### src/rtl/crc_4_check.sv
// rtl/crc_4_check.sv - nibble-serial CRC checker, G = x^3+1, per-frame pass/fail with length policing
// Optional saturating good/bad frame counters when CRC_CHECK_STATS_EN is defined.
module crc_4_check #(
  parameter int MAX_NIBBLES = 64,
  parameter int CNT_W       = 8
) (
  input  logic       clk,
  input  logic       reset_n,
  input  logic       in_valid,
  output logic       in_ready,
  input  logic [3:0] in_data,
  input  logic       in_last,
  output logic       out_valid,
  input  logic       out_ready,
  output logic       crc_ok,
  output logic       crc_err,
  output logic       len_err,
  output logic [2:0] rem_out
`ifdef CRC_CHECK_STATS_EN
  ,
  output logic [15:0] stat_good,
  output logic [15:0] stat_bad,
  input  logic        stat_clr
`endif
);

  localparam logic [CNT_W-1:0] LIMIT_M1 = CNT_W'(MAX_NIBBLES - 1);

  typedef enum logic [1:0] {IDLE, RUN, DROP} state_t;

  state_t           state;
  logic [2:0]       rem;
  logic [CNT_W-1:0] count;
  logic             accept;
  logic             take;
  logic [2:0]       rem_next;
  logic             frame_ok;

  // Shift one bit in MSB-first; x^3 folds back to 1 because G = x^3+1.
  function automatic logic [2:0] div_nibble(input logic [2:0] r, input logic [3:0] d);
    logic [2:0] t;
    t = r;
    for (int i = 3; i >= 0; i--) begin
      t = {t[1:0], d[i]} ^ {2'b00, t[2]};
    end
    return t;
  endfunction

  assign in_ready = !out_valid || out_ready;

  always_comb begin
    accept   = in_valid && in_ready;
    take     = out_valid && out_ready;
    rem_next = div_nibble((state == IDLE) ? 3'b000 : rem, in_data);
    frame_ok = (rem_next == 3'b000) && !in_data[3];
  end

  always_ff @(posedge clk or negedge reset_n) begin
    if (!reset_n) begin
      state     <= IDLE;
      rem       <= 3'b000;
      count     <= '0;
      out_valid <= 1'b0;
      crc_ok    <= 1'b0;
      crc_err   <= 1'b0;
      len_err   <= 1'b0;
      rem_out   <= 3'b000;
    end else begin
      if (take) out_valid <= 1'b0;
      if (accept) begin
        case (state)
          IDLE: begin
            rem   <= rem_next;
            count <= CNT_W'(1);
            if (in_last) begin
              out_valid <= 1'b1;
              crc_ok    <= 1'b0;
              crc_err   <= 1'b1;
              len_err   <= 1'b1;
              rem_out   <= 3'b000;
            end else begin
              state <= RUN;
            end
          end
          RUN: begin
            rem   <= rem_next;
            count <= count + CNT_W'(1);
            if (in_last) begin
              out_valid <= 1'b1;
              crc_ok    <= frame_ok;
              crc_err   <= !frame_ok;
              len_err   <= 1'b0;
              rem_out   <= rem_next;
              state     <= IDLE;
            end else if (count == LIMIT_M1) begin
              // Frame already at the limit and still no trailer: report once, discard the rest.
              out_valid <= 1'b1;
              crc_ok    <= 1'b0;
              crc_err   <= 1'b1;
              len_err   <= 1'b1;
              rem_out   <= 3'b000;
              state     <= DROP;
            end
          end
          DROP: begin
            if (in_last) state <= IDLE;
          end
          default: state <= IDLE;
        endcase
      end
    end
  end

`ifdef CRC_CHECK_STATS_EN
  always_ff @(posedge clk or negedge reset_n) begin
    if (!reset_n) begin
      stat_good <= 16'h0000;
      stat_bad  <= 16'h0000;
    end else if (stat_clr) begin
      stat_good <= 16'h0000;
      stat_bad  <= 16'h0000;
    end else if (take) begin
      if (crc_ok && stat_good != 16'hFFFF) stat_good <= stat_good + 16'h0001;
      if (crc_err && stat_bad != 16'hFFFF) stat_bad <= stat_bad + 16'h0001;
    end
  end
`endif

endmodule

### config.mk
export PLATFORM = sky130hd
export DESIGN_NAME = crc_4_check
export DESIGN_NICKNAME = d
export VERILOG_FILES = /design/src/rtl/crc_4_check.sv
export SDC_FILE = /design/constraint.sdc
export NUM_CORES = 1
export LEC_CHECK = 0
export BUFFER_PORTS_ARGS = -buffer_cell sky130_fd_sc_hd__buf_2
export CAP_MARGIN = 40
export CORE_MARGIN = 2
export CORE_UTILIZATION = 49
export DETAILED_ROUTE_END_ITERATION = 7
export GPL_TIMING_DRIVEN = 0
export HOLD_SLACK_MARGIN = 0.15
export PLACE_DENSITY = 0.71
export SETUP_SLACK_MARGIN = 0.2
export SLEW_MARGIN = 20
export SYNTH_ARGS = -nofsm -noshare
export SYNTH_HDL_FRONTEND = slang
export SYNTH_SLANG_ARGS = --single-unit
export TNS_END_PERCENT = 100
### constraint.sdc
create_clock -name clk -period 3 [get_ports clk]
set_input_delay 0.6 -clock clk [delete_from_list [all_inputs] [get_ports clk]]
set_output_delay 0.6 -clock clk [all_outputs]
set_load 0.1 [all_outputs]
### Word-level counts from Yosys, hierarchy flattened

Index checks and enable logic that the tools add are counted.

* word-level logic and storage cells: 62
* bits in registers: 20
* output and inout bits: 8

* $add $sub $neg: 1
* equality and inequality tests: 7
* bitwise gates (word level): 4
* mux-type cells: 27
* reduce and logical (&&, ||, !) cells: 15

Operator list (count)
* $pmux W8 S2: 1
* $mux W1: 12
* $mux W3: 4
* $xor A3 B1 Y3: 4
* $add A8 B1 Y8 const B: 1
* $eq A8 B6 Y1 const B: 1
* $mux W2: 4
* $pmux W1 S2: 4
* $reduce_and A4 Y1: 2
* $ne A2 B2 Y1 const B: 3
* $pmux W2 S3: 1
* $pmux W3 S2: 1
* $reduce_and A2 Y1: 2
* $logic_and A1 B1 Y1: 3
* $logic_not A1 Y1: 3
* $logic_not A3 Y1: 1
* $ne A3 B3 Y1 const B: 1
* $eq A2 B1 Y1 const B: 1
* $eq A2 B2 Y1 const B: 1
* $logic_not A2 Y1: 1
* $reduce_bool A2 Y1: 1
* $reduce_or A2 Y1: 1
* $logic_or A1 B1 Y1: 1

### Longest topological paths before layout

Gate-level depths: netlist (run 1).

* word-level depth: 11
* depth in mapped cells: 6
* mapped depth without buffers: 5

### Least setup slack after synthesis (run 1)

Ideal clock, no wire load.

* kind: register to register
* start point: register out_valid
* end point: register state[0]
* stages on the path, launching flop included: 7
* slack: 0.778 ns
* data arrival time: 2.145 ns
* clock period less this slack: 2.222 ns
* required time: 2.924 ns
* cells stage by stage: dfrtp_1 -> nor2b_1 -> buf_6 -> inv_2 -> nand2_1 -> or3_1 -> o21ai_1

* word-level cells in the longest chain between the ends: 4

Ends and longest elaborated chain
* start, declared: RTL line 13 `output logic out_valid,`
* start signal, assigned: RTL line 63 `out_valid <= 1'b0;`
* start signal, assigned: RTL line 69 `if (take) out_valid <= 1'b0;`
* start signal, assigned: RTL line 76 `out_valid <= 1'b1;`
* $logic_not A1 Y1: RTL line 49 `assign in_ready = !out_valid || out_ready;`
* $logic_or A1 B1 Y1: RTL line 49
* named net in_ready: RTL line 10 `output logic in_ready,`
* $logic_and A1 B1 Y1: RTL line 52 `accept = in_valid && in_ready;`
* $reduce_and A4 Y1 (no source line)
* end signal, assigned: RTL line 60 `state <= IDLE;`
* end signal, assigned: RTL line 82 `state <= RUN;`
* end signal, assigned: RTL line 94 `state <= IDLE;`
* end, declared: RTL line 31 `state_t state;`

The timed path passes the listed nets, and every way through them passes these cells.
A chain may end at the register's enable or synchronous reset.

### Worst setup path in the final report (run 1)

* start point: register out_valid
* end point: output port in_ready

* word-level cells in the longest chain between the ends: 2

Ends and longest elaborated chain (RTL line)
* $logic_not A1 Y1: 49
* $logic_or A1 B1 Y1: 49
* end, declared: 10

No other way between the ends.

==> results of run 1 <==
## through the flow
stage	setup WS, ps	util	std cells	total power (W)	cell area, µm²
2_1_floorplan	778.2	-	99	0.0005726	1062
3_3_place_gp	1035	0.5875	142	0.0006226	1176
3_5_place_dp	1025	0.5875	142	0.0006315	1176
4_1_cts	929.0	0.5988	145	0.0007588	1199
5_1_grt	884.3	0.5988	145	0.0007919	1199
6_report	946.3	0.5988	145	0.0007532	1199
## per-layer routing
layer	vias up	global-route usage	wire length (µm)
met2	14	0.2763	941
li1	379	-	-
met4	0	0.09910	42
met1	377	0.2433	943
met3	5	0.03869	72
met5	-	0	0
## Yosys cell counts, drive strengths merged
cell type / count / share of area
a21oi: 2 / 0.0094
a22o: 2 / 0.016
and3: 1 / 0.0059
buf: 4 / 0.037
dfrtp: 20 / 0.47
ha: 1 / 0.012
inv: 3 / 0.011
mux2: 1 / 0.011
nand2: 8 / 0.028
nand2b: 1 / 0.0059
nand3: 5 / 0.024
nand4: 1 / 0.0059
nand4bb: 1 / 0.011
nor2: 12 / 0.045
nor2b: 1 / 0.0059
nor3: 5 / 0.033
nor3b: 1 / 0.0071
nor4: 3 / 0.060
nor4b: 1 / 0.022
o21a: 3 / 0.021
o21ai: 8 / 0.038
o2bb2ai: 1 / 0.0082
or3: 1 / 0.0059
xnor2: 7 / 0.058
xor2: 6 / 0.049
## layout make-up
class | count | area share
plain buffers | 4 | 0.03236
well taps | 27 | 0.02818
clock buffers | 3 | 0.01879
flip-flops and latches | 20 | 0.4175
repair buffers | 16 | 0.06681
inverters | 3 | 0.009395
multi-input cells | 72 | 0.4269
## state kept, by name, summed over array words and instances, names as in the netlist
| register | count |
|---|---|
| count | 8 |
| crc_err | 1 |
| rem_out | 3 |
| state | 2 |
| rem | 3 |
| len_err | 1 |
| crc_ok | 1 |
| out_valid | 1 |
## power breakdown
group	internal, W	switching (W)
clock	0.0000469	0.0000814
sequential	0.000312	0.0000318
combinational	0.0000734	0.000207
## logic make-up after synthesis
group / after synthesis
and+or+nand+nor: 41
AOI/OAI and AO/OA: 16
muxes: 1
xor gates and xnor gates: 13
buffers and inverters: 7
adders and majority gates: 1
DFF: 20
## worst max path at each step
stage	slack (ps)	cells after the start	endpoint	start
finish	950	4	in_ready	out_valid
global route	880	4	in_ready	out_valid
CTS	930	4	in_ready	out_valid
detailed placement	1030	5	in_ready	out_ready
global placement	1030	5	in_ready	out_ready
floorplan	780	6	state[0]	out_valid
==> flow_summary.ini, run 1 <==
[synthesis]
seq_area_frac_synth = 0.4711
synthAdderAreaFrac = 0.01178
syn-num-nets = 109
synth_area_mm2 = 0.001062
yosys.area_share.simple = 0.2591
ys_types = 30
syn_avg_cell_area_um2 = 10.73
synth.area.mux_share = 0.01060
synth_top_family_by_area = simple AND/OR/NAND/NOR gates
yosysWarnings = 0
ys_ff_latch = 20
synth_compound_area_frac = 0.09305
synthXorXnorAreaFrac = 0.1072
syn_inst = 99

[sta]
rsz0062_at_grt = no
whs_ps = 221.8
fin_skew_ps = 9.815
worstMarginPinSlew_ps = 486.5
finalMaxSlewViolations = 0
max_freq_mhz = 486.9
hold_viol_final = 0
finalSetupViolations = 0
setup_tns_ps = 0
slew_headroom = 0.6779
period_needed_ps = 2054
fin_crit_sh = 0.6846

[worst_setup_path]
crit_chain = nor2b_1, buf_6, inv_2, buf_2
crit_slowest_cell = buf_2
cp_max_fo = 10
arrival_ps = 1450
crit_family = buffers and inverters
cp_num_buf_inv = 3
startpoint_type = flop
endpoint_kind = output pin
max_stage_delay_ps = 420
cp.required_ps = 2400
r2r_start = count[0]
rr_worst_depth = 5
worstReg2RegEnd = rem_out[2]
reg2reg_slack_ps = 1370
critPathKind = flop to output pin

[global_route]
grt_overflow = 0
antenna_found_initial = 0
grt_start_max_net_pins = 21
grt_pass1_vias = 751
track_usage = 0.1825
grt_first_pass_wirelength_mm = 3.387

[die]
pin_count = 17
die_w_um = 50.56
die_area_mm2 = 0.002556
core_area_mm2 = 0.002002
rows = 16
floorplan.initialDensity = 0.5306
dieHeight_um = 50.56

[routing]
vias_per_cell = 5.345
ant_nets = 0
wire_per_inst_um = 13.79
drt-initial-drc-count = 13
routed_wl_mm = 1.999
drtPass1Iterations = 6
drc = 0
vias = 775

[pwr]
ir_worst_vdd_v = 0.0004908
p_leak_nw = 0.5068
powerDensity_mw_per_mm2 = 628.4

[cells_and_area]
layout_common_cells = 20 x dfrtp_1, 17 x buf_2, 11 x nor2_1
multi_input_area_um2 = 511.7
drive_gt1_frac = 0.2627
seq_area_um2 = 500.5
diodes = 0
fillers = 181
syn2layout_area_growth_pct = 12.84
mostFrequentLayoutCell = dfrtp_1
final_nets = 130

[cts]
cts_tree = done
clkTransAtPathRegs_ps = 110
cts_num_sinks = 20
clk_latency_ps = 310
cts_buffers = 3
cts_hold_buf = 0
clockBufferDepth = 2
cts_root_buf = clkbuf_4
cts_resized = 0
htree_levels = 1
post-cts-setup-buffer-count = 0

[flow_run]
drv_cap = 0

[placed_design]
dp_hpwl_mm = 1.497
io_buffers = 16
gp_congestion = 0.8511

[worst_hold_path]
hp-class = primary input to asynchronous set/reset pin

[run_status]
outcome = finished clean
Note: power is estimated with default switching activity, not from simulation.
==> run 2: changes to the inputs <==
- PLACE_DENSITY: 0.71 -> 0.73
- clock period: 3 -> 1.8 ns (I/O delays scaled with it)
==> flow_summary.ini, run 2 (synthesis gave the netlist of run 1 again) <==
[worst_hold_path]
hold_path_depth = 4
whs_endpoint = state[0]
min-delay-start = in_valid
hp-class = primary input to flop

[cts]
clkTransAtPathRegs_ps = 120
cts_buffers = 3
htree_levels = 1
cts_tree = done
clockBufferDepth = 2
cts_root_buf = clkbuf_4
cts_num_sinks = 20
clk_latency_ps = 300

[cells_and_area]
diodes = 0
mostFrequentLayoutCell = dfrtp_1
regMostFlops = count
final_nets = 134
syn2layout_area_growth_pct = 26.27
layout_common_cells = 19 x dfrtp_1, 16 x buf_2, 11 x nor2_1
largest_reg_flops = 8
top_regs = count (8), rem (3), rem_out (3)
drive_gt1_frac = 0.3333
stdcell_area_mm2 = 0.001341

[global_route]
grt_start_max_net_pins = 21
grt_pass1_vias = 778
antenna_found_initial = 0
track_usage = 0.1923
grt_overflow = 0
grt_first_pass_wirelength_mm = 3.650

[sta]
period_needed_ps = 1630
finalMaxSlewViolations = 0
rsz0062_at_grt = yes
worstMarginPinSlew_ps = 485.8
fin_skew_ps = 7.587
hold_viol_final = 0
setup_tns_ps = 0
slew_headroom = 0.6784
fin_crit_sh = 0.9054
finalSetupViolations = 0
max_freq_mhz = 613.6

[worst_setup_path]
r2r_start = state[1]
crit_family = flip-flops
reg2reg_slack_ps = 220
cp_num_buf_inv = 3
max_stage_delay_ps = 490
rr_worst_depth = 5
arrival_ps = 1270
critPathKind = flop to output pin
startpoint_type = flop
crit_slowest_cell = dfrtp_4
cp.required_ps = 1440
worstReg2RegEnd = crc_err
endpoint_kind = output pin
cp_max_fo = 4
crit_chain = nor2b_4, buf_12, inv_16, buf_16

[die]
die_area_mm2 = 0.002556
core_area_mm2 = 0.002002
dieHeight_um = 50.56
floorplan.initialDensity = 0.5306
rows = 16
pin_count = 17
die_w_um = 50.56

[routing]
vias = 802
drtPass1Iterations = 4
routed_wl_mm = 2.176
wire_per_inst_um = 14.51
drt-initial-drc-count = 15
ant_nets = 0
drc = 0
vias_per_cell = 5.347

[flow_run]
drv_cap = 0

[pwr]
pwr-share-comb = 0.378
p_sw_frac = 0.4129
clockPowerShare = 0.195
p_leak_nw = 0.5795
power.share.sequential = 0.427
p_int_w = 0.0007950
powerDensity_mw_per_mm2 = 1010
ir_worst_vdd_v = 0.0008586
power.switching_w = 0.0005592

[placed_design]
io_buffers = 16
dp_hpwl_mm = 1.535
placed_cell_area_mm2 = 0.001225
gp_congestion = 0.7935

[run_status]
outcome = finished clean
## run 2: layout make-up
class	instances	area [µm²]
Fill cell	167	660.6
Buffer	4	47.55
Inverter	3	27.53
Timing Repair Buffer	20	135.1
Tap cell	27	33.78
Multi-Input combinational cell	72	556.8
Clock buffer	4	36.28
Sequential cell	20	504.2
## run 2: metal layers
metal | GRT usage | wire length [µm] | vias to the layer above | share of wire
met3 | 0.02679 | 92 | 4 | 0.042
li1 | - | - | 393 | -
met2 | 0.3136 | 1031 | 18 | 0.47
met4 | 0.08108 | 46 | 0 | 0.021
met1 | 0.2552 | 1006 | 387 | 0.46
met5 | 0 | 0 | - | 0
## run 2: worst max path at each step
| stage | from | endpoint | cells after the start |
|---|---|---|---|
| global placement | count[0] | rem_out[2] | 5 |
| detailed placement | count[0] | rem_out[2] | 5 |
| finish | out_valid | in_ready | 4 |
| CTS | out_valid | in_ready | 4 |
| floorplan | out_valid | state[0] | 6 |
| global route | state[1] | crc_err | 5 |
## run 2: power by group through the flow
stage | sequential (W) | clock (W) | combinational [W]
4_1_cts | 0.000577 | 0.000269 | 0.000508
6_report | 0.000579 | 0.000264 | 0.000512
3_3_place_gp | 0.000579 | 0 | 0.000477
5_1_grt | 0.000588 | 0.000290 | 0.000548
2_1_floorplan | 0.000763 | 0 | 0.000210
3_5_place_dp | 0.000586 | 0 | 0.000488
## run 2: stage by stage
step	hold slack [ps]	util	worst slack, ps	cells	total power, W
floorplan	64.41	-	189.4	99	0.0009725
global placement	332.2	0.6119	216.0	142	0.001056
detailed placement	339.3	0.6119	185.2	142	0.001074
CTS	367.1	0.6606	164.1	150	0.001355
global route	384.4	0.6700	128.7	150	0.001425
finish	389.9	0.6700	170.3	150	0.001354
## run 2: what timing repair did
action | 4_1_cts | 5_1_grt
gates cloned | 0 | 0
endpoints found under the hold margin | 20 | 0
hold buffers | 1 | 0
setup buffers | 3 | 0
resized for setup | 6 | 4
setup endpoints to repair | 3 | 8
pin swaps | 0 | 3
## run 2: worst register-to-register path: stages (launching register included)
cell,delay [ps]
dfrtp_1,470
nand2b_1,190
buf_6,160
nor3_1,330
nand3_1,180
o21a_1,150
==> run 3: changes to the inputs <==
- CORE_UTILIZATION: 49 -> 45
- PLACE_DENSITY: 0.73 -> 0.68
==> flow_summary.ini, run 3 (synthesis gave the netlist of run 1 again) <==
[run_status]
outcome = finished clean

[worst_setup_path]
endpoint_kind = output pin
startpoint_type = flop
critPathKind = flop to output pin
cp.required_ps = 1440
arrival_ps = 1270
cp_max_fo = 4

[sta]
fin_crit_sh = 0.9039
period_needed_ps = 1627
finalMaxSlewViolations = 0
fin_skew_ps = 11.97
rsz0062_at_grt = yes
finalSetupViolations = 0
slew_headroom = 0.6777
setup_tns_ps = 0
worstMarginPinSlew_ps = 486.8
whs_ps = 367.3
max_freq_mhz = 614.6
hold_viol_final = 0

[global_route]
track_usage = 0.1849
grt_util_met3 = 0.06000
grt_overflow = 0
grt_pass1_vias = 790
antenna_found_initial = 0
gr-usage-met2 = 0.3271
globalRouteMet1Util = 0.2168
grt_first_pass_wirelength_mm = 3.643
grt_start_max_net_pins = 21
busiest_layer = met2

[cts]
cts_tree = done
clockBufferDepth = 2
cts_buffers = 3
cts_num_sinks = 20
cts_root_buf = clkbuf_4
clkTransAtPathRegs_ps = 120
clk_latency_ps = 300
htree_levels = 1

[routing]
drc = 0
routed_wl_mm = 2.193
drtPass1Iterations = 4
wire_per_inst_um = 14.33
vias = 807
vias_per_cell = 5.275
ant_nets = 0
drt-initial-drc-count = 11

[cells_and_area]
finish.utilization = 0.6018
layout_common_cells = 19 x dfrtp_1, 16 x buf_2, 11 x nor2_1
mostFrequentLayoutCell = dfrtp_1
syn2layout_area_growth_pct = 25.32
stdcell_area_mm2 = 0.001331
top_regs = count (8), rem (3), rem_out (3)
drive_gt1_frac = 0.3200
diodes = 0
largest_reg_flops = 8
final_nets = 136
regMostFlops = count

[die]
die_area_mm2 = 0.002765
dieHeight_um = 52.59
floorplan.initialDensity = 0.4802
pin_count = 17
core_area_mm2 = 0.002212
die_w_um = 52.59
rows = 17

[pwr]
p_leak_nw = 0.5801
ir_worst_vdd_v = 0.0009912
powerDensity_mw_per_mm2 = 982.7
power.total_w = 0.001308

[flow_run]
drv_cap = 0

[worst_hold_path]
hp-class = primary input to flop

[placed_design]
gp_congestion = 0.7629
dp_hpwl_mm = 1.557
placed_cell_area_mm2 = 0.001226
io_buffers = 16
==> run 3: area by class of cell <==
| type | instances | area, µm² |
|---|---|---|
| inverter | 3 | 27.53 |
| sequential | 20 | 504.2 |
| buffer | 4 | 47.55 |
| clock buffer | 4 | 26.28 |
| fill | 200 | 880.8 |
| timing repair buffer | 22 | 150.1 |
| multi-input combinational | 72 | 540.5 |
| tap | 28 | 35.03 |
==> run 3: per-stage QoR <==
| stage | cells | setup slack [ps] |
|---|---|---|
| after global routing | 153 | 127.6 |
| after detailed placement | 143 | 145.3 |
| after floorplan | 99 | 189.4 |
| after global placement | 143 | 210.0 |
| after CTS | 150 | 158.3 |
| final | 153 | 173.0 |
==> run 3: where the power goes <==
group	total [W]	switching, W	internal (W)
logic	0.000511	0.000358	0.000152
registers	0.000577	0.0000550	0.000522
clock network	0.000220	0.000134	0.0000863
total	0.00131	0.000547	0.000761
==> run 3: final timing paths <==
path,depth (start not counted),to,slack [ps],start
worst max register to register,5,crc_err,230,state[1]
max in group asynchronous,2,out_valid,930,reset_n
min in group asynchronous,2,count[4],520,reset_n
worst min register to register,1,rem_out[1],500,rem_out[1]
worst min-delay path,4,state[0],370,in_valid
worst max-delay path,4,in_ready,170,out_valid
==> run 3: metal layers <==
| layer | share of wire | wire length [µm] |
|---|---|---|
| met5 | 0 | 0 |
| met4 | 0.0078 | 17 |
| met3 | 0.033 | 72 |
| met2 | 0.53 | 1157 |
| met1 | 0.43 | 945 |
==> run 3: what timing repair did <==
item	CTS	global route
buffers inserted	2	3
gates resized for setup	7	0
pin swaps	0	3
hold buffers	1	0
endpoints found under the setup margin	3	8
endpoints found under the hold margin	20	0
==> run 3: critical path, cell delays in order, from the launching register on <==
cell	delay (ps)
dfrtp_4	490
nor2b_4	140
buf_12	130
inv_16	50
buf_16	150
